File: config.mk
export PLATFORM = sky130hd
export DESIGN_NAME = ps2_host_ctrl
export DESIGN_NICKNAME = d
export VERILOG_FILES = /design/src/rtl/ps2_host_pkg.sv /design/src/rtl/ps2_ack_timer.sv /design/src/rtl/ps2_host_ctrl.sv
export SDC_FILE = /design/constraint.sdc
export NUM_CORES = 1
export LEC_CHECK = 0
export ABC_AREA = 1
export CAP_MARGIN = 5
export CORE_MARGIN = 10
export CORE_UTILIZATION = 40
export CTS_CLUSTER_DIAMETER = 60
export DETAILED_ROUTE_END_ITERATION = 8
export PLACE_DENSITY = 0.61
export SETUP_SLACK_MARGIN = 0.02
export SYNTH_ARGS = -nofsm -noshare
export SYNTH_HDL_FRONTEND = slang
export SYNTH_SLANG_ARGS = --single-unit
File: constraint.sdc
create_clock -name clk -period 2.4 [get_ports clk]
set_input_delay 0.36 -clock clk [delete_from_list [all_inputs] [get_ports clk]]
set_output_delay 0.36 -clock clk [all_outputs]
set_load 0.03 [all_outputs]
File: src/rtl/ps2_host_pkg.sv
`default_nettype none
// ps2_host_pkg -- state encoding and PS/2 command/response bytes for ps2_host_ctrl.
// Rev 1.0. The init states exist only when PS2_HOST_INIT_EN is defined.
package ps2_host_pkg;

  localparam logic [7:0] CMD_LED      = 8'hED;
  localparam logic [7:0] CMD_RESET    = 8'hFF;
  localparam logic [7:0] RSP_ACK      = 8'hFA;
  localparam logic [7:0] RSP_RESEND   = 8'hFE;
  localparam logic [7:0] RSP_BAT_OK   = 8'hAA;
  localparam logic [7:0] RSP_BAT_FAIL = 8'hFC;

  typedef enum logic [2:0] {
    ST_IDLE     = 3'd0,
    ST_SEND_CMD = 3'd1,
    ST_WAIT_CMD = 3'd2,
    ST_SEND_ARG = 3'd3,
    ST_WAIT_ARG = 3'd4
`ifdef PS2_HOST_INIT_EN
    ,
    ST_SEND_RST = 3'd5,
    ST_WAIT_RST = 3'd6,
    ST_WAIT_BAT = 3'd7
`endif
  } state_t;

  // States in which the keyboard's FA/FE replies are consumed rather than forwarded.
  function automatic logic is_wait(input state_t s);
    logic w;
    w = 1'b0;
    case (s)
      ST_WAIT_CMD, ST_WAIT_ARG: w = 1'b1;
`ifdef PS2_HOST_INIT_EN
      ST_WAIT_RST, ST_WAIT_BAT: w = 1'b1;
`endif
      default: w = 1'b0;
    endcase
    return w;
  endfunction

endpackage
`default_nettype wire

File: src/rtl/ps2_ack_timer.sv
`default_nettype none
// ps2_ack_timer -- saturating response timeout counter; expired holds at CYCLES-1.
// Rev 1.0.
module ps2_ack_timer #(
  parameter int WIDTH  = 24,
  parameter int CYCLES = 1000000
) (
  input  logic clk,
  input  logic reset,
  input  logic clear,
  input  logic enable,
  output logic expired
);

  localparam logic [WIDTH-1:0] LIMIT = WIDTH'(CYCLES - 1);

  logic [WIDTH-1:0] count;

  always_ff @(posedge clk) begin
    if (reset || clear) begin
      count <= '0;
    end else if (enable && (count != LIMIT)) begin
      count <= count + WIDTH'(1);
    end
  end

  assign expired = (count == LIMIT);

endmodule
`default_nettype wire

File: src/rtl/ps2_host_ctrl.sv
`default_nettype none
// ps2_host_ctrl -- PS/2 keyboard host: LED update sequence with retry/timeout, scan-code forwarding.
// Rev 1.0. Define PS2_HOST_INIT_EN to add the power-on reset/BAT handshake.
module ps2_host_ctrl
  import ps2_host_pkg::*;
#(
  parameter int timeoutBits   = 24,
  parameter int timeoutCycles = 1000000,
  parameter int maxRetries    = 3
) (
  input  logic       clk,
  input  logic       reset,
  input  logic [7:0] rxData,
  input  logic       rxValid,
  input  logic       txBusy,
  output logic [7:0] txByte,
  output logic       txStart,
  input  logic       ledReq,
  input  logic [2:0] leds,
  output logic [7:0] keyData,
  output logic       keyValid,
  output logic       busy,
  output logic       error
);

  localparam logic [7:0] RETRY_LIMIT = 8'(maxRetries);
`ifdef PS2_HOST_INIT_EN
  localparam state_t RESET_STATE = ST_SEND_RST;
`else
  localparam state_t RESET_STATE = ST_IDLE;
`endif

  state_t     state;
  state_t     ack_state;
  state_t     resend_state;
  logic       pending;
  logic [7:0] retry_cnt;
  logic       rx_ack;
  logic       rx_resend;
  logic       rx_consumed;
  logic       timer_clear;
  logic       timer_enable;
  logic       timer_expired;
`ifdef PS2_HOST_INIT_EN
  logic       rx_bat_ok;
  logic       rx_bat_fail;
`endif

  always_comb begin
    rx_ack       = rxValid && (rxData == RSP_ACK);
    rx_resend    = rxValid && (rxData == RSP_RESEND);
    rx_consumed  = is_wait(state) && (rx_ack || rx_resend);
    timer_enable = is_wait(state);
    timer_clear  = (state == ST_SEND_CMD) || (state == ST_SEND_ARG);
`ifdef PS2_HOST_INIT_EN
    rx_bat_ok   = rxValid && (rxData == RSP_BAT_OK);
    rx_bat_fail = rxValid && (rxData == RSP_BAT_FAIL);
    if ((state == ST_WAIT_BAT) && (rx_bat_ok || rx_bat_fail)) rx_consumed = 1'b1;
    // The BAT wait gets a fresh timeout window once FF is acknowledged.
    if ((state == ST_SEND_RST) || ((state == ST_WAIT_RST) && rx_ack)) timer_clear = 1'b1;
`endif
  end

  always_comb begin
    ack_state    = ST_SEND_ARG;
    resend_state = ST_SEND_CMD;
    case (state)
      ST_WAIT_ARG: begin
        ack_state    = ST_IDLE;
        resend_state = ST_SEND_ARG;
      end
`ifdef PS2_HOST_INIT_EN
      ST_WAIT_RST: begin
        ack_state    = ST_WAIT_BAT;
        resend_state = ST_SEND_RST;
      end
`endif
      default: begin
        ack_state    = ST_SEND_ARG;
        resend_state = ST_SEND_CMD;
      end
    endcase
  end

  ps2_ack_timer #(
    .WIDTH  (timeoutBits),
    .CYCLES (timeoutCycles)
  ) u_ack_timer (
    .clk     (clk),
    .reset   (reset),
    .clear   (timer_clear),
    .enable  (timer_enable),
    .expired (timer_expired)
  );

  assign busy = (state != ST_IDLE);

  always_ff @(posedge clk) begin
    if (reset) begin
      state     <= RESET_STATE;
      txStart   <= 1'b0;
      txByte    <= 8'h00;
      keyValid  <= 1'b0;
      keyData   <= 8'h00;
      error     <= 1'b0;
      pending   <= 1'b0;
      retry_cnt <= 8'h00;
    end else begin
      txStart  <= 1'b0;
      keyValid <= 1'b0;
      if (rxValid && !rx_consumed) begin
        keyData  <= rxData;
        keyValid <= 1'b1;
      end
      if (ledReq && (state != ST_IDLE)) pending <= 1'b1;

      case (state)
        ST_IDLE: begin
          if (ledReq || pending) begin
            state     <= ST_SEND_CMD;
            error     <= 1'b0;
            pending   <= 1'b0;
            retry_cnt <= 8'h00;
          end
        end
        ST_SEND_CMD: begin
          if (!txBusy) begin
            txStart <= 1'b1;
            txByte  <= CMD_LED;
            state   <= ST_WAIT_CMD;
          end
        end
        ST_SEND_ARG: begin
          if (!txBusy) begin
            txStart <= 1'b1;
            txByte  <= {5'b00000, leds};
            state   <= ST_WAIT_ARG;
          end
        end
`ifdef PS2_HOST_INIT_EN
        ST_SEND_RST: begin
          if (!txBusy) begin
            txStart <= 1'b1;
            txByte  <= CMD_RESET;
            state   <= ST_WAIT_RST;
          end
        end
        ST_WAIT_BAT: begin
          if (rx_bat_ok) begin
            state <= ST_IDLE;
          end else if (rx_bat_fail || timer_expired) begin
            error <= 1'b1;
            state <= ST_IDLE;
          end
        end
`endif
        ST_WAIT_CMD, ST_WAIT_ARG
`ifdef PS2_HOST_INIT_EN
        , ST_WAIT_RST
`endif
        : begin
          // A reply byte wins over a timeout expiring in the same cycle.
          if (rx_ack) begin
            retry_cnt <= 8'h00;
            state     <= ack_state;
          end else if (rx_resend) begin
            if (retry_cnt == RETRY_LIMIT) begin
              error <= 1'b1;
              state <= ST_IDLE;
            end else begin
              retry_cnt <= retry_cnt + 8'd1;
              state     <= resend_state;
            end
          end else if (timer_expired) begin
            error <= 1'b1;
            state <= ST_IDLE;
          end
        end
        default: state <= ST_IDLE;
      endcase
    end
  end

endmodule
`default_nettype wire

==> out/summary.md, run 1 <==
* 3480 µm² — Layout Cell Area excl Fill
* 106 µm — die extent in x
* 0 — number of enable flip-flop cells after synthesis
* 0.31 ns — insertion delay to the later sink of the worst-skew pair
* 5 — maximum fanout along the worst path
* 478 — syn_nets
* 510 — final-stage net count
* sky130_fd_sc_hd__clkbuf_8 — clock root buffer master
* 90 — DRC violation total after the first TritonRoute iteration
* 0 — Yosys warnings
* 491 MHz — maximum clock rate
* sky130_fd_sc_hd__nand2_1 (144), sky130_fd_sc_hd__nor2_1 (75), sky130_fd_sc_hd__dfxtp_1 (51) — most numerous cell types in the synthesized netlist
* 0.886 — final RePlAce weighted congestion
* 1.67 ns — Worst Path Arrival
* 2.03 ns — Period minus WS final
* primary output — critical path capture point type
* 0 — Hold-fix buffers, CTS
* sky130_fd_sc_hd__dfxtp_1 — library cell with the largest summed area after synthesis
* 1020 µm² — area used by sequential logic in the layout
* 0 — GR Overflow Total
* 0 — mux cell area share after synthesis
* 11.9 µm — wire length per cell after detailed routing
* 0.00840 — area share of fa/ha/maj cells after synthesis
* 0.133 — global router's overall resource usage
* 0.343 — sequential cell area fraction in the yosys report
* sky130_fd_sc_hd__dfxtp_1 — Top FF cell, synth
* 26 — maximum number of pins on one net before global-route repair
* simple AND/OR/NAND/NOR gates — dominant combinational cell family by area after synthesis
* 16.8% — post-synthesis to final-layout area growth
* flip-flop to flip-flop — hold crit path type
* 51 — number of flip-flops and latches in the synthesized netlist
* 51 — CTS Sinks
* 0.116 — area fraction in compound gates after synthesis
* 2980 µm² — cell area after synthesis
* 0 — max-slew violations
* 0.49 ns — setup slack on the worst flop-to-flop path
* flip-flop to primary output — category of the most critical setup path
* 106 µm — Die Ht
* false — RSZ-0062 raised after global routing
* 1.30 nW — leakage power total
* 0 — diodes inserted
* 7070 µm — total length of routed wires
* 0.0892 — layout cell share with drive strength beyond 1
* sky130_fd_sc_hd__dfxtp_1 (34%), sky130_fd_sc_hd__nand2_1 (18%), sky130_fd_sc_hd__nor2_1 (9.4%) — cell types with the largest area share after synthesis
* 4 — drt first pass iters
* 0 — Hold Vio Cnt, Final
* 0 — Remaining DRCs
* 5 — clock buffer count from CTS
* 0 — cells resized by post-CTS repair
* 0.410 — share of synthesized cell area in and, or, nand and nor gates
* 34 — buffers added on ports
* 0.455 ns — hold slack
* 0 — FFs w/ async S/R, synth
* 11300 µm² — Total Die Area
* 2 — CTS H-Tree Depth
* 2 — clock buffer depth
* 3380 µm² — placed inst area
* 31 — cell row count
* sky130_fd_sc_hd__nand2_1 — library cell with the highest instance count after synthesis
* done — CTS tree
* 12700 µm — global-route wire length before repair
* 0.411 — initial cell density of the core
* 0 — # Max-Cap Violations
* 4.75 — mean number of vias per cell
* 0.0353 — xor-xnor portion of the synthesized cell area
* flip-flop — kind of launch point of the worst setup path
* 0 ns — setup tns final
* 0 — number of antenna-violating nets in the routed design
* finished clean — result of the run
* 0.10 ns — clock transition at the register clock pins on the worst setup and hold paths after CTS
* 6.48 µm² — Avg Synthesized Cell Area
* 691 nW/µm² — Pwr Density
* 32 — unique cell type count in the Yosys netlist
* 460 — cells after synthesis
* 785 — filler cell count
* 36 — count of pins on the block boundary
* 1700 µm² — area occupied by multi-input gates
* 0.848 — Period Utilization, post-route
* 2775 — via count of the first global-routing pass
* 2814 — via count
* 0 — Post-CTS Setup Repair Bufs
* 2.04 ns — Data required, critical path
* 5430 µm — dpl hpwl
* 0.00824 ns — final setup skew
* 7250 µm² — core box area
* 0.343 — fraction of post-synthesis cell area in the top cell type by area
* 0 — count of endpoints failing setup in the final report
* 0 — initial antenna violation count
* 698 µV — Max IR drop VDD
==> final timing paths <==
check                            start                    to  cells after the start
setup / recovery              state[2]                  busy                      3
hold / removal                   error                 error                      2
setup reg to reg  u_ack_timer.count[0]  u_ack_timer.count[4]                      8
hold reg to reg                  error                 error                      2
==> worst max-delay path, cell delays in order, from the launching register on <==
cell	delay (ns)
sky130_fd_sc_hd__dfxtp_1	0.44
sky130_fd_sc_hd__inv_2	0.08
sky130_fd_sc_hd__nand2_1	0.15
sky130_fd_sc_hd__clkdlybuf4s50_1	0.70
==> metal layers <==
layer | part of all wire | up-vias | track usage | wire, µm
met4 | 0.016 | 0 | 0.0484 | 111
met3 | 0.038 | 9 | 0.0332 | 268
met5 | 0 | - | 0 | 0
met2 | 0.48 | 37 | 0.239 | 3430
li1 | - | 1511 | - | -
met1 | 0.46 | 1257 | 0.147 | 3260
==> metrics by stage <==
step	total power, mW	setup slack, ns	instances	util
5_1_grt	2.57	0.259	592	0.480
6_report	2.40	0.365	592	0.480
3_3_place_gp	1.88	0.471	584	0.465
3_5_place_dp	1.88	0.427	584	0.465
2_1_floorplan	1.67	0.856	460	-
4_1_cts	2.44	0.344	592	0.480
==> power breakdown <==
group	switching (mW)	internal, mW
clock	0.287	0.263
sequential	0.0550	0.919
combinational	0.592	0.288
==> logic make-up after synthesis <==
group,count (synthesis)
xor+xnor,12
other cells,1
simple gates,281
flops,51
buf+inv,54
compound gates,59
fa+ha+maj,2
==> final cells by class <==
cell class	instances	share of cell area
well taps	99	0.0356
clock inverters	1	0.00216
clock buffers	7	0.0277
multi-input cells	355	0.489
inverters	42	0.0475
flip-flops and latches	51	0.293
repair buffers	37	0.104
==> flip-flops by register name, indices dropped and copies added, names as in the netlist <==
name,count
error,1
keyData,8
keyValid,1
pending,1
retry_cnt,8
state,3
txByte,4
txStart,1
u_ack_timer.count,24
==> cell usage in the layout, fill, tap and decap left out <==
cell type,n
sky130_fd_sc_hd__a211oi_1,3
sky130_fd_sc_hd__a21oi_1,33
sky130_fd_sc_hd__a21oi_2,7
sky130_fd_sc_hd__a21oi_4,1
sky130_fd_sc_hd__and2_1,1
sky130_fd_sc_hd__buf_4,3
sky130_fd_sc_hd__clkbuf_8,7
sky130_fd_sc_hd__clkdlybuf4s50_1,34
sky130_fd_sc_hd__clkinvlp_4,1
sky130_fd_sc_hd__conb_1,1
sky130_fd_sc_hd__dfxtp_1,51
sky130_fd_sc_hd__ha_1,2
sky130_fd_sc_hd__inv_1,37
sky130_fd_sc_hd__inv_2,4
sky130_fd_sc_hd__inv_8,1
sky130_fd_sc_hd__nand2_1,144
sky130_fd_sc_hd__nand2_2,7
sky130_fd_sc_hd__nand2_4,4
sky130_fd_sc_hd__nand3_1,26
sky130_fd_sc_hd__nand3_2,3
sky130_fd_sc_hd__nand3b_1,11
sky130_fd_sc_hd__nand4_1,2
sky130_fd_sc_hd__nor2_1,75
sky130_fd_sc_hd__nor2_2,4
sky130_fd_sc_hd__nor3_1,3
sky130_fd_sc_hd__nor3_2,1
sky130_fd_sc_hd__o21ai_0,11
sky130_fd_sc_hd__o21ai_1,2
sky130_fd_sc_hd__o21ai_2,1
sky130_fd_sc_hd__o21bai_1,1
sky130_fd_sc_hd__xnor2_1,5
sky130_fd_sc_hd__xor2_1,7
No activity file was read; power rests on OpenSTA's default activity.
==> inputs of run 2 (changes only) <==
--- a/config.mk
+++ b/config.mk
@@ -11,7 +11,7 @@
 export CORE_UTILIZATION = 40
 export CTS_CLUSTER_DIAMETER = 60
 export DETAILED_ROUTE_END_ITERATION = 8
-export PLACE_DENSITY = 0.61
+export PLACE_DENSITY = 0.63
 export SETUP_SLACK_MARGIN = 0.02
 export SYNTH_ARGS = -nofsm -noshare
 export SYNTH_HDL_FRONTEND = slang
==> constraint.sdc (replaced) <==
create_clock -name clk -period 1.7 [get_ports clk]
set_input_delay 0.255 -clock clk [delete_from_list [all_inputs] [get_ports clk]]
set_output_delay 0.255 -clock clk [all_outputs]
set_load 0.03 [all_outputs]
==> run 2 against run 1 <==
Against the previous run:
- core utilization grew 2.9 points
- non-clock buffer count grew 21
- combinational power grew 53%
- clock skew grew 0.0014 ns
- worst hold slack gained 0.00074 ns
- design area grew 6.0%
- sequential power grew 40%
- count of clock-buffer cells in the layout shrank 1
- final cell count grew 3.5%
- power grew 50%
- register-to-register slack lost 0.32 ns
==> out/summary.md, run 2 (synthesis gave the netlist of run 1 again) <==
* finished clean — result of the run
* u_ack_timer.count[4] — RR Endpoint
* 0 — number of antenna-violating nets in the routed design
* flip-flop — kind of launch point of the worst setup path
* 4.73 — mean number of vias per cell
* error — worst hold start
* 0.0405 — global-route track usage on met3
* 0.130 — layout cell share with drive strength beyond 1
* 605 — placed instance count
* 36 — count of pins on the block boundary
* met2 — most congested layer reported by global routing
* 1020 µm² — area used by sequential logic in the layout
* 23.8% — post-synthesis to final-layout area growth
* 0.161 — met1 track demand over resource
* 5 — maximum fanout along the worst path
* 183 — DRC violation total after the first TritonRoute iteration
* 1.48 nW — leakage power total
* 0.09 ns — clock transition at the register clock pins on the worst setup and hold paths after CTS
* 0 — Remaining DRCs
* 31 — cell row count
* 0.69 ns — delay of the slowest cell on the worst path
* 0.31 ns — insertion delay to the later sink of the worst-skew pair
* 11.7 µm — wire length per cell after detailed routing
* 2814 — via count of the first global-routing pass
* flip-flop to flip-flop — hold crit path type
* sky130_fd_sc_hd__clkbuf_8 — clock root buffer master
* sky130_fd_sc_hd__clkdlybuf4s50_1 — slowest library cell on the worst path
* 0 — Hold Vio Cnt, Final
* primary output — critical path capture point type
* 975 nW/µm² — Pwr Density
* 0 ns — setup tns final
* 1710 µm² — area occupied by multi-input gates
* buffers and inverters — Crit path max-delay family
* true — RSZ-0062 raised after global routing
* 2 — cell depth of the worst hold path
* 5 — clock buffer count from CTS
* 11300 µm² — Total Die Area
* 0.132 — global router's overall resource usage
* 0 — GR Overflow Total
* 0 — Hold-fix buffers, CTS
* 7180 µm — total length of routed wires
* u_ack_timer.count[1] — startpoint of the worst-slack reg-to-reg timing path
* 1.44 ns — Data required, critical path
* 1.37 ns — Worst Path Arrival
* 0 — initial antenna violation count
* sky130_fd_sc_hd__nand2_1 — most common library cell in the layout ignoring fill and taps
* 0 — count of endpoints failing setup in the final report
* 0.957 — Period Utilization, post-route
* 106 µm — die extent in x
* flip-flop to primary output — category of the most critical setup path
* 24 — Largest register FFs
* 26 — maximum number of pins on one net before global-route repair
* 2 — CTS H-Tree Depth
* 5480 µm — dpl hpwl
* 34 — buffers added on ports
* u_ack_timer.count x24, keyData x8, retry_cnt x8 — largest registers
* 1 — count of buffer and inverter cells on the critical path
* 0.00964 ns — final setup skew
* 0 — # Max-Cap Violations
* error — end of the worst hold path
* 106 µm — Die Ht
* 0.17 ns — setup slack on the worst flop-to-flop path
* 0.455 ns — hold slack
* 0.221 — met2 GRT Util
* u_ack_timer.count — largest register by flop count
* 0 — diodes inserted
* 4 — drt first pass iters
* 7250 µm² — core box area
* 0.411 — initial cell density of the core
* 0 — max-slew violations
* 615 MHz — maximum clock rate
* 1.63 ns — Period minus WS final
* clkdlybuf4s50_1 — cells along the critical path
* 746 — filler cell count
* 613 — final std cells w/o fill
* 8 — Reg2Reg Depth
* 531 — final-stage net count
* done — CTS tree
* 2897 — via count
* sky130_fd_sc_hd__nand2_1 (144), sky130_fd_sc_hd__nor2_1 (74), sky130_fd_sc_hd__dfxtp_1 (50) — commonest non-fill, non-tap cells in the layout
* 728 µV — Max IR drop VDD
* 12700 µm — global-route wire length before repair
* 2 — clock buffer depth
* 0 — Post-CTS Setup Repair Bufs
* 51 — CTS Sinks
* 0.886 — final RePlAce weighted congestion
[run 2: timing repair]
| item | 4_1_cts | 5_1_grt |
|---|---|---|
| pin swaps | 0 | 0 |
| gates resized for setup | 1 | 7 |
| setup endpoints to repair | 1 | 28 |
[run 2: through the flow]
| stage | instance area (µm²) | power, mW | setup WS, ns | util |
|---|---|---|---|---|
| floorplan | 2980 | 2.36 | 0.156 | - |
| global placement | 3560 | 2.75 | -0.0704 | 0.491 |
| detailed placement | 3560 | 2.76 | -0.118 | 0.491 |
| CTS | 3670 | 3.64 | 0.0238 | 0.507 |
| global route | 3690 | 3.84 | -0.00454 | 0.509 |
| finish | 3690 | 3.60 | 0.0729 | 0.509 |
[run 2: power breakdown]
part | internal, mW | switching [mW]
clock network | 0.477 | 0.412
registers | 1.30 | 0.0634
logic | 0.478 | 0.867
[run 2: worst max path at each step]
stage | start | endpoint | slack [ns] | cells past startpoint
floorplan | u_ack_timer.count[0] | u_ack_timer.count[18] | 0.16 | 9
global placement | rxData[6] | retry_cnt[2] | -0.07 | 10
detailed placement | rxData[6] | retry_cnt[2] | -0.12 | 10
CTS | u_ack_timer.count[1] | u_ack_timer.count[5] | 0.02 | 9
global route | u_ack_timer.count[0] | u_ack_timer.count[5] | -0.005 | 9
finish | txByte[6] | txByte[5] | 0.07 | 1
[run 2: area by class of cell]
class                   count  area share
clock buffers               6      0.0224
flip-flops and latches     51       0.277
repair buffers             58       0.150
inverters                  42      0.0455
clock inverters             2     0.00950
well taps                  99      0.0336
multi-input cells         355       0.462
[run 2: metal layers]
metal	vias to the layer above	routed length (µm)
met3	5	368
met2	38	3390
met1	1302	3360
met5	-	0
li1	1552	-
met4	0	65
